$ cat src/rtl/router_fifo_pkg.sv
// Shared router definitions: byte width, buffer depth, header field layout and
// the stored entry format used by the per-port output buffers.
package router_fifo_pkg;

  localparam int BYTE_W      = 8;
  localparam int FIFO_DEPTH  = 16;
  localparam int HDR_LEN_MSB = 7;
  localparam int HDR_LEN_LSB = 2;
  localparam int ADDR_MSB    = 1;
  localparam int ADDR_LSB    = 0;
  localparam int PKT_CNT_W   = 7;

  typedef struct packed {
    logic              hdr_flag;
    logic [BYTE_W-1:0] data;
  } fifo_entry_t;

  // Bytes still to be delivered once a header is read: payload length plus parity.
  function automatic logic [PKT_CNT_W-1:0] hdr_pkt_count(
      input logic [HDR_LEN_MSB-HDR_LEN_LSB:0] len);
    return {1'b0, len} + PKT_CNT_W'(1);
  endfunction

endpackage

$ cat src/rtl/router_fifo.sv
// Per-destination output buffer of the 1x3 router. Stores header-tagged bytes and
// tracks packet progress on the read side so the output is zeroed between packets.
module router_fifo
  import router_fifo_pkg::*;
#(
  parameter int  DEPTH = FIFO_DEPTH,
  parameter int  DW    = BYTE_W,
  localparam int PTR_W = $clog2(DEPTH) + 1
) (
  input  logic          clk,
  input  logic          resetn,
  input  logic          soft_reset,
  input  logic          write_enb,
  input  logic          read_enb,
  input  logic          lfd_state,
  input  logic [DW-1:0] data_in,
  output logic [DW-1:0] data_out,
  output logic          full,
  output logic          empty,
  output logic          pkt_active
);

  localparam int AW = PTR_W - 1;

  logic [DW:0]            mem [DEPTH];
  logic [PTR_W-1:0]       wr_ptr;
  logic [PTR_W-1:0]       rd_ptr;
  logic [PKT_CNT_W-1:0]   pkt_count;
  logic [DW:0]            rd_word;
  logic                   flush;
  logic                   wr_acc;
  logic                   rd_acc;

  assign empty      = (wr_ptr == rd_ptr);
  assign full       = (wr_ptr[AW] != rd_ptr[AW]) && (wr_ptr[AW-1:0] == rd_ptr[AW-1:0]);
  assign pkt_active = (pkt_count != '0);

  assign flush   = !resetn || soft_reset;
  assign wr_acc  = write_enb && !full;
  assign rd_acc  = read_enb && !empty;
  assign rd_word = mem[rd_ptr[AW-1:0]];

  // Storage: bit DW carries the header flag, never cleared except by overwrite.
  always_ff @(posedge clk) begin
    if (!flush && wr_acc) begin
      mem[wr_ptr[AW-1:0]] <= {lfd_state, data_in};
    end
  end

  // Read stage: one-cycle read latency, packet byte counting, output zeroing.
  always_ff @(posedge clk) begin
    if (flush) begin
      wr_ptr    <= '0;
      rd_ptr    <= '0;
      pkt_count <= '0;
      data_out  <= '0;
    end else begin
      if (wr_acc) begin
        wr_ptr <= wr_ptr + PTR_W'(1);
      end
      if (rd_acc) begin
        rd_ptr   <= rd_ptr + PTR_W'(1);
        data_out <= rd_word[DW-1:0];
        if (rd_word[DW]) begin
          pkt_count <= hdr_pkt_count(rd_word[HDR_LEN_MSB:HDR_LEN_LSB]);
        end else if (pkt_count != '0) begin
          pkt_count <= pkt_count - PKT_CNT_W'(1);
        end
      end else if (pkt_count == '0) begin
        data_out <= '0;
      end
    end
  end

endmodule
$ cat config.mk
export PLATFORM = sky130hd
export DESIGN_NAME = router_fifo
export DESIGN_NICKNAME = d
export VERILOG_FILES = /design/src/rtl/router_fifo_pkg.sv /design/src/rtl/router_fifo.sv
export SDC_FILE = /design/constraint.sdc
export NUM_CORES = 1
export LEC_CHECK = 0
export ABC_CLOCK_PERIOD_IN_PS = 4600
export CAP_MARGIN = 40
export CORE_MARGIN = 2
export CORE_UTILIZATION = 68
export CTS_CLUSTER_DIAMETER = 50
export CTS_CLUSTER_SIZE = 24
export DETAILED_ROUTE_END_ITERATION = 6
export DONT_BUFFER_PORTS = 1
export HOLD_SLACK_MARGIN = 0.03
export PLACE_DENSITY = 0.88
export SLEW_MARGIN = 20
export SYNTH_ARGS = -nofsm -noshare
export SYNTH_HDL_FRONTEND = slang
export SYNTH_SLANG_ARGS = --single-unit
export TNS_END_PERCENT = 1
$ cat constraint.sdc
create_clock -name clk -period 4.6 [get_ports clk]
set_input_delay 0.92 -clock clk [delete_from_list [all_inputs] [get_ports clk]]
set_output_delay 0.92 -clock clk [all_outputs]
set_load 0.005 [all_outputs]
Yosys cells after proc, flatten, opt, wreduce, memory -nomap -nowiden
Memory sizes are Yosys's and may differ from the RTL's. A register that Yosys moved wholly into a read port is not among the register bits.
Cells that the tools add are included.
{ "totals": {"n_memories": 1, "latch_bits": 0, "ram_bits": 144, "register_bits": 25, "elab_cells": 34, "in_bits": 14, "rom_bits": 0, "out_inout_bits": 11} }
{ "memory_table": {"columns": ["name", "words", "width", "rd", "rd_clocked_by_memory_dff", "write_ports", "line", "source"], "rows": [
  ["mem", 16, 9, 1, 1, 1, "router_fifo.sv:25", "logic [DW:0] mem [DEPTH];"]
]} }
{ "classes": {"addsub": 4, "n_div": 0, "n_reduce_logical": 14, "n_lt_le_gt_ge": 0, "n_bitwise": 0, "n_shift": 0, "n_mul": 0, "muxes": 8, "eq_ne": 3} }
{ "ops": {"columns": ["op", "n"], "rows": [
  ["$mux 8", 2],
  ["$mux 7", 2],
  ["$add 5x1->5 const B", 2],
  ["$mux 4", 2],
  ["$add 6x1->7 const B", 1],
  ["$logic_not 7->1", 1],
  ["$reduce_bool 7->1", 1],
  ["$sub 7x1->7 const B", 1],
  ["$eq 5x5->1", 1],
  ["$eq 4x4->1", 1],
  ["$logic_and 1x1->1", 4],
  ["$logic_not 1->1", 4],
  ["$reduce_bool 2->1", 2],
  ["$mux 1", 2],
  ["$reduce_and 2->1", 1],
  ["$logic_or 1x1->1", 1],
  ["$ne 1x1->1", 1]
]} }

Logic depth before layout (Yosys ltp)
{ "logic_depth": {"depth_word": 7, "depth_mapped": 9, "mapped_depth_nobuf": 8} }

Worst setup path before layout
No wires, ideal clock.
{ "synth_timing": {"kind": "input -> register", "startpoint": "input port write_enb", "endpoint": "memory mem[3][0] (netlist bit), enable pin", "arrival_time_ns": 2.285, "setup_slack_ns": 1.929, "path_stages": 4, "setup_time_ns": 0.387, "path_cell_list": "a21boi_1 and2_1 nand2_1 nor3_1"} }
{ "synth_via": {"elab_chain_len": 4} }
{ "synth_lines": {"columns": ["item", "line", "source"], "rows": [
  ["start: declaration", "router_fifo.sv:13", "input logic write_enb,"],
  ["$logic_and 1x1->1", "router_fifo.sv:39", "assign wr_acc = write_enb && !full;"],
  ["$logic_and 1x1->1", "router_fifo.sv:45", "if (!flush && wr_acc) begin"],
  ["$mux 1", "router_fifo.sv:45", null],
  ["$mux 1 (implied by the code)", "router_fifo.sv:46", "mem[wr_ptr[AW-1:0]] <= {lfd_state, data_in};"],
  ["end: declaration", "router_fifo.sv:25", null]
]} }
Every way passes these cells.

Worst setup path in the final report
{ "layout_timing": {"startpoint": "register wr_ptr[2]", "endpoint": "memory mem[12][2] (netlist bit), enable pin"} }
{ "layout_via": {"elab_chain_len": 7} }
{ "layout_lines": {"columns": ["item", "line", "source"], "rows": [
  ["start: declaration", "router_fifo.sv:26", "logic [PTR_W-1:0] wr_ptr;"],
  ["start signal: assignment", "router_fifo.sv:59", "wr_ptr <= wr_ptr + PTR_W'(1);"],
  ["$eq 4x4->1", "router_fifo.sv:35", "assign full = (wr_ptr[AW] != rd_ptr[AW]) && (wr_ptr[AW-1:0] == rd_ptr[AW-1:0]);"],
  ["$logic_and 1x1->1", "router_fifo.sv:35", null],
  ["$logic_not 1->1", "router_fifo.sv:39", null],
  ["$logic_and 1x1->1", "router_fifo.sv:39", null],
  ["$logic_and 1x1->1", "router_fifo.sv:45", null],
  ["$mux 1", "router_fifo.sv:45", null],
  ["$mux 1 (implied by the code)", "router_fifo.sv:46", null]
]} }
Parallel ways exist; a longest one is shown, timed or not.

==> impl_metrics.toml <==
[status]
outcome = "finished, final reports clean"

[route]
vias = 3806
first_iter_violations = 421
drc = 0
wl_per_cell_um = 26.29
routed_wl_um = 15200
routed_via_density = 6.585
drtAntennaViolNets = 0
drt_pass1_iterations = 6

[sta]
post-route-period-util_pct = 65.50
setup_violations = 0
skew_ns = 0.02172
slew_viol_final = 0
slew_headroom_pct = 49.21
tightest_slew_ns = 0.7517
hold_viol = 0
clock.fmax_ghz = 0.3319
grt_setup_unrepaired = "false"
setup_tns_ns = 0
layout_min_cycle_time_ns = 3.013

[clock_network]
cts_root_buf = "clkbuf_8"
cts_sinks = 173
cts_tree = "done"
cts_htree_levels = 4
cts_max_path_buffers = 2
cts_setup_buffers = 0
clk_pin_slew_ns = 0.07
hold_buffers = 0
cts_resized = 0
clock_latency_ns = 0.54
numCtsBuffers = 17

[floorplanning]
die-width_um = 105.6
design.core.area_sq_um = 10180
start_util_pct = 68.94
dieHeight_um = 105.6
pin_count = 25
dieArea_sq_um = 11150
row_count = 37

[setup_path]
cp_max_fo = 11
slowest_stage = "dfxtp_1"
critPathCaptureType = "register"
cp.arrival_ns = 3.25
worstSetupStartpointType = "register"
required_ns = 4.84
crit_cells = 7
r2r_cells = 7
worstPathCellList = "xnor2_1 -> and4_1 -> a21boi_1 -> and2_1 -> nand2_1 -> nor2_1 -> buf_4"
path_buf_inv = 1
cpLargestDelayFamily = "simple AND/OR/NAND/NOR gates"
critPathMaxStageDelay_ns = 0.60
crit_type = "reg2reg"

[power_and_ir_drop]
peakVddDrop_mv = 0.3150
power_density_nw_per_um2 = 407.4
power_uw = 3196
p_leak_uw = 0.002468

[placement]
dp_hpwl_um = 9307
place_area_sq_um = 7233
place.port_buffers = 0
place_inst = 543
place_congestion = 0.8457

[final_layout]
n_fill_cell = 555
regArea_sq_um = 4906
fin_area_sq_um = 7845
fin_nets = 451
instances_no_fill = 578
antenna_cells = 0
drive_gt1_share_pct = 20.81
post-route-util_pct = 77.03
multiInputGateArea_sq_um = 1972
synthToLayoutAreaGrowth_pct = 11.72

[global_route]
grt_overflow = 0
grt_util_all_layers_pct = 29.54
met3_usage_pct = 7.545
grtUsageMet2_pct = 48.62
grt_pass1_wl_um = 23160
grt_max_degree = 25
grt_pass1_vias = 3943
antenna_found_initial = 0
top_usage_layer = "met2"
met1_usage_pct = 37.63

[yosys]
syn_area_per_cell_sq_um = 17.25
yosysWarnings = 0
ys_ff_latch = 173
synth_fp_nets = 429
synth_cell_types = 44
synth_cells = 407
ys_seq_area_share_pct = 69.85
synth_area_sq_um = 7022
synth_edf_count = 144
synthArstFlopShare_pct = 0
synth_flop_cell = "edfxtp_1"

[flow_run]
maxCapViolCount = 0

[worst_hold_path]
hold_class = "in2reg"
min_path_cells = 0
[power breakdown]
group | switching, uW | internal [uW] | total (uW)
logic | 42.8 | 29.9 | 72.7
clock network | 587 | 831 | 1420
registers | 5.12 | 1700 | 1710
[area by class of cell]
| type | count | share of cell area [%] |
|---|---|---|
| clock inverters | 13 | 2.089 |
| flip-flops and latches | 173 | 62.54 |
| multi-input cells | 210 | 25.14 |
| clock buffers | 19 | 5.375 |
| inverters | 4 | 0.1914 |
| repair buffers | 23 | 2.504 |
| well taps | 136 | 2.169 |
[registers in the layout, summed over array words and instances, names as in the netlist, named ones only]
| register | flops |
|---|---|
| rd_ptr | 5 |
| wr_ptr | 5 |
| mem | 144 |
| data_out | 8 |
| pkt_count | 7 |
[Yosys cell counts (7+ instances only)]
cell type	number	share of area (%)
ha_1	8	1.4
xnor2_1	7	0.87
xor2_1	10	1.2
edfxtp_1	144	62
mux4_2	36	12
nand2_1	27	1.4
nand3_1	15	1.1
nand4_1	8	0.71
a21oi_1	18	1.3
nor2_1	28	1.5
clkbuf_1	9	0.48
dfxtp_1	29	8.3
[metrics by stage]
step / worst slack [ns] / hold WS, ns
CTS: 1.604 / 0.4627
detailed placement: 1.727 / 0.4816
floorplan: 1.929 / 0.4642
global route: 1.437 / 0.4596
finish: 1.587 / 0.4759
global placement: 1.574 / 0.4782
[metal layers]
layer	up-vias	wire length, um
li1	1644	-
met1	1922	5777
met2	199	7793
met3	41	1135
met4	0	492
met5	-	0
[worst register-to-register path: cells and delay by family (launching register included)]
kind            cells  cell delay, ns
buf+inv             1            0.27
flops               1            0.60
xor+xnor            1            0.17
compound gates      1            0.51
simple gates        4            1.18
[placed cells by master, fill, tap and decap left out, types with 2 or more instances in the layout]
cell type,n
nor2b_1,4
dfxtp_1,28
ha_1,8
nand3_2,2
o21ai_1,4
edfxtp_1,144
bufinv_16,3
clkinv_4,3
xnor2_1,7
mux4_1,6
nor3_1,5
nand3_1,15
a21oi_1,18
nand2b_1,3
nand3b_1,3
buf_4,20
a31oi_1,2
inv_1,4
o21ai_0,2
and2_1,3
mux4_2,36
nand4_1,8
a21boi_0,2
xor2_1,10
nor2_1,28
a22oi_1,2
clkinv_1,2
clkinvlp_4,2
nand2_1,27
clkbuf_16,16
clkbuf_1,2
[final timing paths]
check	to	slack [ns]	start
setup reg to reg	mem[12][2]$_DFFE_PP_	1.59	wr_ptr[2]$_SDFFE_PP0P_
hold / removal	mem[11][4]$_DFFE_PP_	0.48	data_in[4]
hold reg to reg	data_out[2]$_SDFFE_PP0P_	0.49	data_out[2]$_SDFFE_PP0P_
setup / recovery	mem[12][2]$_DFFE_PP_	1.59	wr_ptr[2]$_SDFFE_PP0P_
[kinds of logic (layout without fill, tap and decap cells)]
family / Yosys count / in the layout / synth area share, %
compound gates: 37 / 37 / 3.172
mux: 43 / 43 / 13.93
flops: 173 / 173 / 69.85
buf+inv: 24 / 59 / 2.067
simple gates: 105 / 105 / 7.431
fa+ha+maj: 8 / 8 / 1.426
xor+xnor: 17 / 17 / 2.120
No activity file was read; power rests on OpenSTA's default activity.
